[config.mk]
export PLATFORM = sky130hd
export DESIGN_NAME = prog_loader_flat
export DESIGN_NICKNAME = d
export VERILOG_FILES = /design/src/rtl/prog_loader_if.sv /design/src/rtl/prog_loader.sv /design/src/flat_wrapper.sv
export SDC_FILE = /design/constraint.sdc
export NUM_CORES = 1
export LEC_CHECK = 0
export CAP_MARGIN = 20
export CORE_MARGIN = 1
export CORE_UTILIZATION = 35
export CTS_CLUSTER_DIAMETER = 200
export DETAILED_ROUTE_END_ITERATION = 8
export GPL_ROUTABILITY_DRIVEN = 0
export GPL_TIMING_DRIVEN = 0
export PLACE_DENSITY_LB_ADDON = 0.25
export SYNTH_ARGS = -nofsm -noshare
export SYNTH_HDL_FRONTEND = slang
export SYNTH_SLANG_ARGS = --single-unit
[constraint.sdc]
create_clock -name clk -period 2.3 [get_ports clk]
set_input_delay 0.23 -clock clk [delete_from_list [all_inputs] [get_ports clk]]
set_output_delay 0.23 -clock clk [all_outputs]
set_load 0.01 [all_outputs]
[src/rtl/prog_loader_if.sv]
// rtl/prog_loader_if.sv - load-stream, CPU read port and status bundle for prog_loader
interface prog_loader_if;
   logic       load_start;
   logic       load_valid;
   logic [7:0] load_data;
   logic       load_end;
   logic       load_ready;
   logic [4:0] direccion;
   logic [7:0] prog;
   logic       cpu_hold;
   logic [5:0] words_loaded;
   logic       load_done;
   logic       load_error;

   modport master (
      output load_start, load_valid, load_data, load_end, direccion,
      input  load_ready, prog, cpu_hold, words_loaded, load_done, load_error
   );

   modport slave (
      input  load_start, load_valid, load_data, load_end, direccion,
      output load_ready, prog, cpu_hold, words_loaded, load_done, load_error
   );
endinterface

[src/rtl/prog_loader.sv]
// rtl/prog_loader.sv - 32x8 program memory loader holding the CPU in reset while loading.
// Optional trailing checksum byte enabled by PROG_LOADER_CHECKSUM_EN.
module prog_loader (
   input logic         clk,
   input logic         reset,
   prog_loader_if.slave bus
);
`ifdef PROG_LOADER_CHECKSUM_EN
   typedef enum logic [1:0] {IDLE, LOAD, CHECK, DONE} state_t;
   localparam state_t END_STATE = CHECK;
`else
   typedef enum logic [1:0] {IDLE, LOAD, DONE} state_t;
   localparam state_t END_STATE = DONE;
`endif

   state_t     state, state_next;
   logic [7:0] mem [32];
   logic [5:0] words_loaded;
   logic       cpu_hold;
   logic       load_done;
   logic       restart;
   logic       wr_en;
   logic       load_ready;
   logic       xfer;
   logic [4:0] wr_ptr;

   // words_loaded never exceeds 32, so its low bits double as the write pointer
   assign wr_ptr = words_loaded[4:0];
`ifdef PROG_LOADER_CHECKSUM_EN
   assign load_ready = (state == LOAD) || (state == CHECK);
`else
   assign load_ready = (state == LOAD);
`endif
   assign xfer = bus.load_valid && load_ready;

`ifdef PROG_LOADER_CHECKSUM_EN
   logic chk_en;
`endif

   always_comb begin
      state_next = state;
      restart    = 1'b0;
      wr_en      = 1'b0;
`ifdef PROG_LOADER_CHECKSUM_EN
      chk_en     = 1'b0;
`endif
      case (state)
         IDLE, DONE: begin
            if (bus.load_start) begin
               state_next = LOAD;
               restart    = 1'b1;
            end
         end
         LOAD: begin
            if (bus.load_start) begin
               restart = 1'b1;
            end else begin
               wr_en = xfer;
               if (bus.load_end || (xfer && wr_ptr == 5'd31))
                  state_next = END_STATE;
            end
         end
`ifdef PROG_LOADER_CHECKSUM_EN
         CHECK: begin
            if (bus.load_start) begin
               restart = 1'b1;
               state_next = LOAD;
            end else if (xfer) begin
               chk_en     = 1'b1;
               state_next = DONE;
            end
         end
`endif
         default: state_next = IDLE;
      endcase
   end

   always_ff @(posedge clk or negedge reset) begin
      if (!reset) state <= IDLE;
      else        state <= state_next;
   end

   always_ff @(posedge clk or negedge reset) begin
      if (!reset) begin
         for (int i = 0; i < 32; i++) mem[i] <= 8'h00;
         words_loaded <= 6'd0;
         cpu_hold     <= 1'b0;
         load_done    <= 1'b0;
      end else begin
`ifdef PROG_LOADER_CHECKSUM_EN
         cpu_hold <= (state_next == LOAD) || (state_next == CHECK);
`else
         cpu_hold <= (state_next == LOAD);
`endif
         load_done <= (state_next == DONE);
         if (restart) begin
            words_loaded <= 6'd0;
         end else if (wr_en) begin
            mem[wr_ptr]  <= bus.load_data;
            words_loaded <= words_loaded + 6'd1;
         end
      end
   end

`ifdef PROG_LOADER_CHECKSUM_EN
   logic [7:0] sum;
   logic       load_error;

   always_ff @(posedge clk or negedge reset) begin
      if (!reset) begin
         sum        <= 8'h00;
         load_error <= 1'b0;
      end else if (restart) begin
         sum        <= 8'h00;
         load_error <= 1'b0;
      end else if (wr_en) begin
         sum <= sum + bus.load_data;
      end else if (chk_en) begin
         load_error <= (bus.load_data != sum);
      end
   end

   assign bus.load_error = load_error;
`else
   assign bus.load_error = 1'b0;
`endif

   assign bus.load_ready   = load_ready;
   assign bus.prog         = mem[bus.direccion];
   assign bus.cpu_hold     = cpu_hold;
   assign bus.words_loaded = words_loaded;
   assign bus.load_done    = load_done;
endmodule
[src/flat_wrapper.sv]
// flat-port wrapper written by rule: the top's interface ports become plain ports
module prog_loader_flat 
  (clk, reset, bus_load_start, bus_load_valid, bus_load_data, bus_load_end, bus_direccion, bus_load_ready, bus_prog, bus_cpu_hold, bus_words_loaded, bus_load_done, bus_load_error);
  prog_loader_if bus_i ();
  input logic clk;
  input logic reset;
  input wire logic [$bits(bus_i.load_start)-1:0] bus_load_start;
  input wire logic [$bits(bus_i.load_valid)-1:0] bus_load_valid;
  input wire logic [$bits(bus_i.load_data)-1:0] bus_load_data;
  input wire logic [$bits(bus_i.load_end)-1:0] bus_load_end;
  input wire logic [$bits(bus_i.direccion)-1:0] bus_direccion;
  output wire logic [$bits(bus_i.load_ready)-1:0] bus_load_ready;
  output wire logic [$bits(bus_i.prog)-1:0] bus_prog;
  output wire logic [$bits(bus_i.cpu_hold)-1:0] bus_cpu_hold;
  output wire logic [$bits(bus_i.words_loaded)-1:0] bus_words_loaded;
  output wire logic [$bits(bus_i.load_done)-1:0] bus_load_done;
  output wire logic [$bits(bus_i.load_error)-1:0] bus_load_error;
  assign bus_i.load_start = bus_load_start;
  assign bus_i.load_valid = bus_load_valid;
  assign bus_i.load_data = bus_load_data;
  assign bus_i.load_end = bus_load_end;
  assign bus_i.direccion = bus_direccion;
  assign bus_load_ready = bus_i.load_ready;
  assign bus_prog = bus_i.prog;
  assign bus_cpu_hold = bus_i.cpu_hold;
  assign bus_words_loaded = bus_i.words_loaded;
  assign bus_load_done = bus_i.load_done;
  assign bus_load_error = bus_i.load_error;
  prog_loader u_core (.clk(clk), .reset(reset), .bus(bus_i));
endmodule
# [Yosys cells after proc, flatten, opt, wreduce, memory -nomap -nowiden]
# Cells that the tools add are included.
[word_totals] input_bits=18 elab_cells=73 latchBits=0 reg_bits=266 rom_bits=0 ramBits=0 memories=0
[classes] shift=0 n_div=0 n_addsub=1 n_mul=0 muxes=16 bitwise_logic=3 n_reduce_logical=9 magnitude_cmp=3 eq_ne=5
[ops] operator="bitwise mux 256 bit" n=1
[ops] operator="binary-select mux 8 bit (select 5 bit)" n=1
[ops] operator="demux 8 bit (select 5 bit)" n=1
[ops] operator="2-to-1 mux 8 bit" n=3
[ops] operator=">= comparator 6 bit, second input constant" n=2
[ops] operator="2-to-1 mux 6 bit" n=2
[ops] operator="NOT 5 -> 6 bit" n=2
[ops] operator="adder 6 x 1 -> 6 bit, second input constant" n=1
[ops] operator="< comparator 6 x 1 -> 1 bit, second input constant" n=1
[ops] operator="2-to-1 mux 2 bit" n=3
[ops] operator="equality test 5 bit, second input constant" n=1
[ops] operator="equality test 2 x 1 -> 1 bit, second input constant" n=2
[ops] operator="equality test 2 bit, second input constant" n=2
[ops] operator="2-to-1 mux 1 bit" n=4
[ops] operator="case mux 2 bit (2 select lines)" n=1
[ops] operator="logical AND 1 bit" n=3
[ops] operator="OR reduction 3 bit" n=1
[ops] operator="logical NOT 2 bit" n=1
[ops] operator="AND reduction 2 bit" n=1
[ops] operator="nonzero test 2 bit" n=1
[ops] operator="OR reduction 2 bit" n=1
[ops] operator="logical OR 1 bit" n=1
[ops] operator="NOT 1 bit" n=1

# [Depth between registers and ports, before layout]
# Gate-level depths: netlist (run 1).
[depth] ltp_word=8 ltp_mapped=8

# [Least setup slack after synthesis (run 1)]
# No wires, ideal clock.
[synth_timing] kind="input-to-output" from="input bus_direccion[2]" to="output bus_prog[0]" required_time_ns=2.070 path_stages=5 arrival_ns=1.951 path_slack_ns=0.119 cell_sequence="clkbuf_1 clkbuf_1 mux4_2 mux4_2 mux2_2"
[synth_via] elab_chain_cells=4
[synth_lines] item="start, declared" line="flat_wrapper.sv:11" text="input wire logic [$bits(bus_i.direccion)-1:0] bus_direccion;"
[synth_lines] item="NOT 5 -> 6 bit (not written as such)" line="prog_loader.sv:129" text="assign bus.prog = mem[bus.direccion];"
[synth_lines] item="binary-select mux 8 bit (select 5 bit)" line="prog_loader.sv:129"
[synth_lines] item="2-to-1 mux 8 bit (not written as such) (2 in a row)" line="prog_loader.sv:129"
[synth_lines] item="end, declared" line="flat_wrapper.sv:13" text="output wire logic [$bits(bus_i.prog)-1:0] bus_prog;"
# Every way passes these cells. The select of a mux whose other input is x is not followed.

# [Final worst setup path (run 1)]
[layout_timing] from="register u_core.mem[200] in the netlist's numbering" to="output bus_prog[0]"
[layout_via] elab_chain_cells=3
[layout_lines] item="start, declared" line="prog_loader.sv:17" text="logic [7:0] mem [32];"
[layout_lines] item="start signal, assigned by index" line="prog_loader.sv:99" text="mem[wr_ptr] <= bus.load_data;"
[layout_lines] item="binary-select mux 8 bit (select 5 bit)" line="prog_loader.sv:129"
[layout_lines] item="2-to-1 mux 8 bit (not written as such) (2 in a row)" line="prog_loader.sv:129"
# Every way passes these cells. The select of a mux whose other input is x is not followed.

==> results of run 1 <==
-- cells in the mapped netlist, drive strengths merged --
| cell | count |
|---|---|
| nand3b | 1 |
| o21ai | 3 |
| a22o | 1 |
| and3 | 1 |
| nor3 | 2 |
| a21oi | 10 |
| o31ai | 1 |
| and3b | 3 |
| nor2b | 1 |
| mux4 | 80 |
| conb | 1 |
| nor4bb | 2 |
| nor2 | 2 |
| mux2 | 265 |
| dfrtp | 266 |
| nand4bb | 1 |
| or4 | 1 |
| nor3b | 3 |
| buf | 26 |
| nand2 | 4 |
| nor4 | 2 |
| ha | 5 |
| nor4b | 1 |
| inv | 5 |
| or3 | 2 |
| a21boi | 1 |
| clkbuf | 35 |
| nand2b | 1 |
| nand3 | 29 |
-- worst min path at each step --
stage                                          endpoint  cells past startpoint
after global placement      u_core.mem[142]$_DFFE_PN0P_                      1
after detailed placement    u_core.mem[227]$_DFFE_PN0P_                      1
final                       u_core.mem[211]$_DFFE_PN0P_                      2
after floorplan           u_core.bus.cpu_hold$_DFF_PN0_                      0
after CTS                   u_core.mem[211]$_DFFE_PN0P_                      2
after global routing        u_core.mem[211]$_DFFE_PN0P_                      2
-- cell families (layout without fill, tap and decap cells) --
group	after synthesis	count (layout)	share of synthesized area (%)
buffers and inverters	66	155	2.382
AO/OA/AOI/OAI	16	16	0.7259
other	1	1	0.03064
flip-flops	266	266	54.39
adder cells (fa/ha/maj)	5	5	0.5112
multiplexers	345	345	39.11
AND/OR/NAND/NOR	56	56	2.853
-- through the flow --
step	total power [mW]	util, %	hold WS, ns
CTS	10.58	41.51	0.1594
finish	10.45	41.83	0.1657
floorplan	5.472	-	-0.06559
detailed placement	5.877	38.25	0.1476
global route	10.86	41.83	0.1702
global placement	5.861	38.01	0.4813
-- final cells by class --
cell class / instances / area, um^2
Tap cell: 455 / 569.3
Timing Repair Buffer: 39 / 416.7
Multi-Input combinational cell: 423 / 5515
Sequential cell: 266 / 6656
Clock buffer: 38 / 832.0
Buffer: 60 / 282.8
Clock inverter: 13 / 122.6
Fill cell: 3151 / 20040
Inverter: 5 / 18.77
-- what timing repair did --
action	4_1_cts	5_1_grt
pin swaps	1	0
setup buffers	3	1
hold buffers	1	0
endpoints found under the hold margin	39	0
resized for setup	72	23
endpoints found under the setup margin	108	199
-- metal layers --
layer  vias up  part of all wire [%]  track usage, %  wire, um
li1       2986                     -               -         -
met1      3774                    45           25.37     13780
met2       124                    48           28.90     14690
met3        31                   6.3           2.984      1933
met4         0                   1.6           3.567       481
met5         -                     0               0         0
-- power by group --
part | switching, mW | internal (mW)
combinational | 0.493 | 0.376
clock | 1.88 | 2.75
sequential | 0.0926 | 4.85
total | 2.47 | 7.98
-- sequential cells by signal (all words and copies together), names as in the netlist --
register / cells
u_core.bus.load_done: 1
u_core.mem: 256
u_core.bus.cpu_hold: 1
u_core.state: 2
u_core.bus.words_loaded: 6
==> reports/metrics.yaml, run 1 <==
post-place-cells: 1244
setup.worst_path.end: "bus_prog[0]"
status: "finished with violations"
finalSetupViolations: 8
slew_headroom_pct: 43.95
core_um2: 34460
antenna_found_initial: 1
ys_types: 34
critPathLaunchType: "flip-flop"
die_height_um: 189.0
layout.nets: 848
syn_inst: 755
final_area_um2: 14410
max_stage_delay_ns: 0.56
r2r_end: "u_core.mem[77]$_DFFE_PN0P_"
io_pins: 36
worst-path-buf-inv: 1
synth_top_area_cell: "dfrtp_1"
most-common-layout-cells: "dfrtp_1 (266), mux2_2 (258), mux4_2 (80)"
drive_gt1_share_pct: 55.92
regToRegSetupSlack_ns: 0.05
dpl_worst_slack_ns: -1.158
start_util_pct: 35.52
cts.path.max_buffers: 3
fin_ws_ns: -0.3310
cts.sinks: 266
via_per_inst: 5.323
finalClockSkew_ns: 0.01102
crit_cells: 4
grt_overflow: 0
min_period_ns: 2.631
critPathSlowestCell: "mux4_2"
worst-setup-path-type: "flip-flop to output pin"
p_per_area_nw_per_um2: 725.0
drt_iter0_drc: 430
tightest_slew_ns: 0.8408
hold_viol: 0
cp-startpoint: "u_core.mem[200]$_DFFE_PN0P_"
r2r_cells: 5
hold_class: "input pin to asynchronous set/reset pin"
clockRootBuffer: "clkbuf_16"
grt_usage_pct: 17.87
peakVddDrop_mv: 0.4686
synth_top_area_share_pct: 54.39
diodes: 0
io_buffer_count: 29
wl_per_cell_um: 23.78
yosysWarnings: 0
grt_max_degree: 116
drt_drc_violations_left: 0
dp_hpwl_um: 22160
cts_tree: "built"
cp.required_ns: 2.07
cp_max_fo: 2
final_common_cell: "dfrtp_1"
crit_path_end_kind: "output pin"
die_w_um: 189.0
synth_seq_cells: 266
drtPass1Iterations: 4
cts.clk_slew.worst_paths_ns: 0.06
p_leak_nw: 6.764
arrival_ns: 2.40
ant_nets: 0
rsz0062_at_grt: "yes"
h-tree-depth: 1
violations: "setup timing"
crit_top_cell: "mux4_2"
fin_crit_sh_pct: 114.4
grt_pass1_vias: 7248
numCtsBuffers: 30
syn-cell-area_um2: 12240
routed_wirelength_um: 30880
syn2layout_area_growth_pct: 17.78
rr_startpoint: "u_core.state[1]$_DFF_PN0_"
grt_pass1_wl_um: 47260
drv_cap: 0
fmax_mhz: 380.1
fin_cells: 1299
ys_seq_area_share_pct: 54.39
critical-path-top-delay-family: "multiplexers"
synth_area_leaders: "dfrtp_1 (54%), mux2_2 (24%), mux4_2 (15%), nand3_1 (1.2%), clkbuf_1 (1.0%)"
vias: 6915
avgSynthCellArea_um2: 16.21
rows: 68
tns_ns: -2.529
synth_fp_nets: 778
clock_latency_ns: 0.55
crit_chain: "mux4_2 > mux4_2 > mux2_4 > buf_6"
slew_violations: 0
fp.dieArea_um2: 35720
placed_cell_area_um2: 13180
(Power assumes the default switching activity.)
==> run 2, diff against run 1 <==
--- a/config.mk
+++ b/config.mk
@@ -7,7 +7,7 @@
 export LEC_CHECK = 0
 export CAP_MARGIN = 20
 export CORE_MARGIN = 1
-export CORE_UTILIZATION = 35
+export CORE_UTILIZATION = 30
 export CTS_CLUSTER_DIAMETER = 200
 export DETAILED_ROUTE_END_ITERATION = 8
 export GPL_ROUTABILITY_DRIVEN = 0
==> run 2 against run 1 <==
Effect of this change: the run still ends with setup timing left; first-iteration DRC count decreased by 18%; routed wire length increased by 6.5%; largest cell class unchanged; global-route usage decreased by 1.4 points; utilization down 5.6 points; setup slack worse by 0.020 ns; via count up 0.27%; highest routed layer unchanged; final area is 0.69% higher; critical path depth is the same; cell count is 5.2% higher; sequential power about the same; sequential share of layout area shrank 0.32 points; clock power decreased by 1%.
==> reports/metrics.yaml, run 2 (synthesis gave the netlist of run 1 again) <==
status: "finished with violations"  # unchanged
violations: "setup timing"  # unchanged
io_buffer_count: 29  # unchanged
fin_util_pct: 36.28  # was 41.83%
diodes: 0  # unchanged
p_leak_nw: 6.742  # was 6.764 nW
p_switching_mw: 2.490  # was 2.468 mW
cp-startpoint: "u_core.mem[9]$_DFFE_PN0P_"  # was u_core.mem[200]$_DFFE_PN0P_
cts.sinks: 266  # unchanged
h-tree-depth: 1  # unchanged
crit_top_cell: "mux4_2"  # unchanged
dp_hpwl_um: 23110  # was 22160 um
drt_drc_violations_left: 0  # unchanged
largest_reg_flops: 256  # unchanged
rr_startpoint: "u_core.bus.words_loaded[1]$_DFFE_PN0P_"  # was u_core.state[1]$_DFF_PN0_
min_period_ns: 2.651  # was 2.631 ns
die_w_um: 204.0  # was 189.0 um
drv_cap: 0  # unchanged
fin_ws_ns: -0.3506  # was -0.3310 ns
cts.path.max_buffers: 3  # unchanged
fin_crit_sh_pct: 115.2  # was 114.4%
grt_pass1_vias: 7373  # was 7248
fmax_mhz: 377.3  # was 380.1 MHz
hold_class: "input pin to asynchronous set/reset pin"  # unchanged
crit_chain: "mux4_2 > mux4_2 > mux2_4 > buf_6"  # unchanged
p_seq_share_pct: 47.5  # was 47.3%
placed_cell_area_um2: 13270  # was 13180 um^2
multi_input_area_um2: 5542  # was 5515 um^2
crit_path_end_kind: "output pin"  # unchanged
rows: 73  # was 68
p_per_area_nw_per_um2: 716.6  # was 725.0 nW/um^2
fin_cells: 1367  # was 1299
largest-register: "u_core.mem"  # unchanged
worst-path-buf-inv: 1  # unchanged
p_comb_share_pct: 8.4  # was 8.3%
grt_pass1_wl_um: 50470  # was 47260 um
tns_ns: -2.650  # was -2.529 ns
ant_nets: 0  # unchanged
post-place-cells: 1312  # was 1244
grt_overflow: 0  # unchanged
final_area_um2: 14510  # was 14410 um^2
critical-path-top-delay-family: "multiplexers"  # unchanged
grt_usage_pct: 16.46  # was 17.87%
hold_viol: 0  # unchanged
cts_tree: "built"  # unchanged
drive_gt1_share_pct: 55.11  # was 55.92%
peakVddDrop_mv: 0.5005  # was 0.4686 mV
syn2layout_area_growth_pct: 18.60  # was 17.78%
nFillCells: 3812  # was 3151
final_common_cell: "dfrtp_1"  # unchanged
tightest_slew_ns: 0.8847  # was 0.8408 ns
swShare_pct: 23.94  # was 23.62%
finalClockSkew_ns: 0.005700  # was 0.01102 ns
via_per_inst: 5.072  # was 5.323
vias: 6934  # was 6915
core_um2: 40010  # was 34460 um^2
slew_headroom_pct: 41.02  # was 43.95%
start_util_pct: 30.59  # was 35.52%
wl_per_cell_um: 24.07  # was 23.78 um
cts.clk_slew.worst_paths_ns: 0.06  # about the same
clockPowerShare_pct: 44.0  # was 44.4%
clock_latency_ns: 0.55  # about the same
finalSetupViolations: 8  # unchanged
fp.dieArea_um2: 41610  # was 35720 um^2
drt_iter0_drc: 354  # was 430
routed_wirelength_um: 32900  # was 30880 um
grt_max_degree: 115  # was 116
max_stage_delay_ns: 0.57  # was 0.56 ns
io_pins: 36  # unchanged
p_int_mw: 7.911  # was 7.981 mW
slew_violations: 0  # unchanged
regArea_um2: 6656  # unchanged
most-common-layout-cells: "dfrtp_1 (266), mux2_2 (259), mux4_2 (80)"  # was dfrtp_1 (266), mux2_2 (258), mux4_2 (80)
antenna_found_initial: 2  # was 1
layout.nets: 845  # was 848
clockRootBuffer: "clkbuf_16"  # unchanged
numCtsBuffers: 31  # was 30
p_total_mw: 10.40  # was 10.45 mW
cp.required_ns: 2.07  # about the same
top_regs: "u_core.mem x256, u_core.bus.words_loaded x6, u_core.state x2"  # unchanged
dpl_worst_slack_ns: -1.276  # was -1.158 ns
holdWs_ns: 0.2015  # was 0.1657 ns
worst-setup-path-type: "flip-flop to output pin"  # unchanged
drtPass1Iterations: 6  # was 4
critPathLaunchType: "flip-flop"  # unchanged
rsz0062_at_grt: "yes"  # unchanged
cp_max_fo: 2  # unchanged
arrival_ns: 2.42  # was 2.40 ns
die_height_um: 204.0  # was 189.0 um
critPathSlowestCell: "mux4_2"  # unchanged
run 2: cell types whose count changed in the layout (fill, tap and decap cells not counted), sizes merged:
cell,delta
clkdlybuf4s15,+1
clkbuf,+11
bufinv,-2
clkinv,-3
clkinvlp,-3
buf,-6
run 2: final timing paths:
path,cells past startpoint,slack [ns],to
worst min register to register,1,0.50,u_core.mem[88]$_DFFE_PN0P_
max in group asynchronous,3,1.14,u_core.mem[234]$_DFFE_PN0P_
worst max register to register,5,0.13,u_core.mem[132]$_DFFE_PN0P_
min in group clk,2,0.39,u_core.bus.load_done$_DFF_PN0_
worst min-delay path,2,0.20,u_core.mem[29]$_DFFE_PN0P_
worst max-delay path,4,-0.35,bus_prog[1]
run 2: layer usage:
| layer | GRT usage (%) | up-vias | share of wire [%] |
|---|---|---|---|
| met4 | 3.038 | 0 | 1.4 |
| met2 | 26.28 | 94 | 47 |
| li1 | - | 2981 | - |
| met1 | 23.81 | 3824 | 47 |
| met3 | 2.519 | 35 | 3.8 |
| met5 | 0 | - | 0 |
run 2: repair_timing:
| item | CTS | global route |
|---|---|---|
| pin swaps | 3 | 0 |
| endpoints found under the setup margin | 140 | 158 |
| hold endpoints to repair | 55 | 0 |
| setup buffers | 2 | 1 |
| hold buffers | 1 | 0 |
| cloned | 0 | 0 |
| gates resized for setup | 78 | 21 |
run 2: area by class of cell:
| cell class | instances | share of cell area, % |
|---|---|---|
| Inverter | 5 | 0.1293 |
| Buffer | 59 | 1.991 |
| Timing Repair Buffer | 36 | 2.845 |
| Multi-Input combinational cell | 423 | 38.18 |
| Sequential cell | 266 | 45.86 |
| Clock buffer | 48 | 6.267 |
| Clock inverter | 5 | 0.1983 |
| Tap cell | 525 | 4.526 |
run 2: power by group through the flow:
stage	clock network (mW)	registers (mW)	logic, mW
floorplan	0	5.00	0.477
global placement	0	5.03	0.838
detailed placement	0	5.03	0.859
CTS	4.67	4.94	0.881
global route	4.88	4.96	0.953
finish	4.58	4.94	0.879
run 2: worst register-to-register path: stages (launching register included):
cell,delay [ns]
dfrtp_1,0.45
ha_2,0.41
nand2_2,0.22
nor4_4,0.37
buf_4,0.24
mux2_2,0.36
==> run 3, diff against run 2 <==
--- a/config.mk
+++ b/config.mk
@@ -6,6 +6,7 @@
 export NUM_CORES = 1
 export LEC_CHECK = 0
 export CAP_MARGIN = 20
+export CORE_ASPECT_RATIO = 1.25
 export CORE_MARGIN = 1
 export CORE_UTILIZATION = 30
 export CTS_CLUSTER_DIAMETER = 200
==> run 3 against run 2 <==
Effect of this change: the run still ends with setup timing left; hold slack improved by 0.14 ns; via count is 0.46% higher; die area hardly changed; final area rose by 0.41%; total power decreased by 1.3%; largest cell class unchanged.
==> reports/metrics.yaml, run 3 (synthesis gave the netlist of run 1 again) <==
p_switching_mw: 2.505  # was 2.490 mW
grt_pass1_wl_um: 51030  # was 50470 um
min_period_ns: 2.648  # was 2.651 ns
peakVddDrop_mv: 0.4062  # was 0.5005 mV
r2r_end: "u_core.mem[179]$_DFFE_PN0P_"  # was u_core.mem[132]$_DFFE_PN0P_
swShare_pct: 24.40  # was 23.94%
largest-register: "u_core.mem"  # unchanged
ant_nets: 0  # unchanged
fin_ws_ns: -0.3477  # was -0.3506 ns
critPathSlowestCell: "mux4_2"  # unchanged
rsz0062_at_grt: "yes"  # unchanged
hold_viol: 0  # unchanged
cp_max_fo: 2  # unchanged
top_regs: "u_core.mem x256, u_core.bus.words_loaded x6, u_core.state x2"  # unchanged
p_seq_share_pct: 48.1  # was 47.5%
p_comb_share_pct: 8.7  # was 8.4%
drive_gt1_share_pct: 55.05  # was 55.11%
hold_class: "input pin to asynchronous set/reset pin"  # unchanged
placed_cell_area_um2: 13320  # was 13270 um^2
grt_usage_pct: 17.03  # was 16.46%
grt_pass1_vias: 7437  # was 7373
p_int_mw: 7.761  # was 7.911 mW
core_um2: 40120  # was 40010 um^2
worst-path-buf-inv: 1  # unchanged
slew_headroom_pct: 41.72  # was 41.02%
holdWs_ns: 0.3396  # was 0.2015 ns
max_stage_delay_ns: 0.58  # was 0.57 ns
slew_violations: 0  # unchanged
arrival_ns: 2.42  # about the same
via_per_inst: 5.022  # was 5.072
crit_top_cell: "mux4_2"  # unchanged
h-tree-depth: 1  # unchanged
grt_overflow: 0  # unchanged
final_area_um2: 14570  # was 14510 um^2
rr_startpoint: "u_core.bus.words_loaded[3]$_DFFE_PN0P_"  # was u_core.bus.words_loaded[1]$_DFFE_PN0P_
grt_max_degree: 103  # was 115
dpl_worst_slack_ns: -1.284  # was -1.276 ns
io_buffer_count: 29  # unchanged
nFillCells: 3829  # was 3812
violations: "setup timing"  # unchanged
cts.clk_slew.worst_paths_ns: 0.06  # about the same
cts_tree: "built"  # unchanged
drv_cap: 0  # unchanged
vias: 6966  # was 6934
fp.dieArea_um2: 41610  # about the same
drtPass1Iterations: 4  # was 6
critical-path-top-delay-family: "multiplexers"  # unchanged
syn2layout_area_growth_pct: 19.08  # was 18.60%
cts.sinks: 266  # unchanged
fin_crit_sh_pct: 115.1  # was 115.2%
rows: 82  # was 73
largest_reg_flops: 256  # unchanged
clockRootBuffer: "clkbuf_16"  # unchanged
final_common_cell: "dfrtp_1"  # unchanged
p_per_area_nw_per_um2: 704.5  # was 716.6 nW/um^2
drt_drc_violations_left: 0  # unchanged
finalSetupViolations: 8  # unchanged
tightest_slew_ns: 0.8741  # was 0.8847 ns
die_w_um: 182.7  # was 204.0 um
io_pins: 36  # unchanged
dp_hpwl_um: 23460  # was 23110 um
fin_cells: 1387  # was 1367
diodes: 0  # unchanged
critPathLaunchType: "flip-flop"  # unchanged
clockPowerShare_pct: 43.2  # was 44.0%
cp.required_ns: 2.07  # about the same
crit_chain: "mux4_2 > mux4_2 > mux2_4 > buf_6"  # unchanged
r2r_cells: 4  # was 5
regToRegSetupSlack_ns: 0.05  # was 0.13 ns
cts.path.max_buffers: 3  # unchanged
drt_iter0_drc: 393  # was 354
fmax_mhz: 377.7  # was 377.3 MHz
die_height_um: 227.8  # was 204.0 um
finalClockSkew_ns: 0.01149  # was 0.005700 ns
layout.nets: 843  # was 845
start_util_pct: 30.51  # was 30.59%
antenna_found_initial: 1  # was 2
wl_per_cell_um: 24.80  # was 24.07 um
post-place-cells: 1335  # was 1312
clock_latency_ns: 0.55  # about the same
worst-setup-path-type: "flip-flop to output pin"  # unchanged
status: "finished with violations"  # unchanged
most-common-layout-cells: "dfrtp_1 (266), mux2_2 (261), mux4_2 (80)"  # was dfrtp_1 (266), mux2_2 (259), mux4_2 (80)
numCtsBuffers: 29  # was 31
routed_wirelength_um: 34400  # was 32900 um
p_leak_nw: 6.717  # was 6.742 nW
crit_path_end_kind: "output pin"  # unchanged
[run 3: cell count changes in the layout (fill, tap and decap cells not counted), moves of 2 or more]
cell | before | now
buf_2 | 10 | 12
buf_4 | 9 | 12
clkbuf_16 | 31 | 29
clkbuf_4 | 3 | 1
clkbuf_8 | 7 | 3
clkinv_2 | 4 | 6
mux2_2 | 259 | 261
mux2_4 | 6 | 4
nand3_2 | 24 | 11
nand3_4 | 4 | 17
[run 3: how the worst max path moves through the flow]
| stage | cells past startpoint | to | start | slack (ns) |
|---|---|---|---|---|
| after floorplan | 5 | bus_prog[0] | bus_direccion[2] | 0.12 |
| after global placement | 1 | u_core.mem[226]$_DFFE_PN0P_ | reset | -11.12 |
| after CTS | 4 | bus_prog[5] | u_core.mem[197]$_DFFE_PN0P_ | -0.37 |
| after detailed placement | 6 | bus_prog[0] | bus_direccion[2] | -1.28 |
| final | 4 | bus_prog[5] | u_core.mem[197]$_DFFE_PN0P_ | -0.35 |
| after global routing | 4 | bus_prog[5] | u_core.mem[253]$_DFFE_PN0P_ | -0.39 |
[run 3: final cells by class]
cell class	count	area [um^2]	area share, %
Sequential cell	266	6656	45.68
Multi-Input combinational cell	423	5642	38.71
Clock buffer	44	812.0	5.572
Tap cell	546	683.2	4.688
Timing Repair Buffer	38	416.7	2.859
Buffer	57	275.3	1.889
Clock inverter	8	68.82	0.4722
Inverter	5	18.77	0.1288
[run 3: stage by stage]
| step | power, mW | util [%] | TNS [ns] |
|---|---|---|---|
| detailed placement | 5.889 | 33.20 | -93.22 |
| global placement | 5.871 | 32.93 | -3058.77 |
| CTS | 10.36 | 35.95 | -2.971 |
| global route | 10.63 | 36.33 | -3.502 |
| floorplan | 5.472 | - | 0 |
| finish | 10.27 | 36.33 | -2.545 |
[run 3: metal layers]
metal	GRT usage (%)	wire [um]	share of wire [%]	vias to the layer above
li1	-	-	-	2987
met4	6.749	1308	3.8	2
met1	22.14	14420	42	3790
met5	0	17	0.049	-
met3	2.059	1338	3.9	56
met2	28.76	17310	50	131
[run 3: power by group through the flow]
stage / logic, mW / clock network [mW] / registers, mW
after CTS: 0.893 / 4.53 / 4.94
after floorplan: 0.477 / 0 / 5.00
after global placement: 0.847 / 0 / 5.02
after detailed placement: 0.869 / 0 / 5.02
after global routing: 0.959 / 4.71 / 4.95
final: 0.892 / 4.44 / 4.94
[run 3: timing repair]
item,4_1_cts,5_1_grt
setup endpoints to repair,177,178
endpoints found under the hold margin,100,0
pin swaps,3,0
buffers inserted,3,0
hold buffers,1,0
resized for setup,84,27
[run 3: worst reg2reg max path, delay by kind of cell (launching register included)]
kind,cells,cell delay [ns]
and+or+nand+nor,2,1.02
muxes,1,0.38
DFF,1,0.42
buffers and inverters,1,0.31
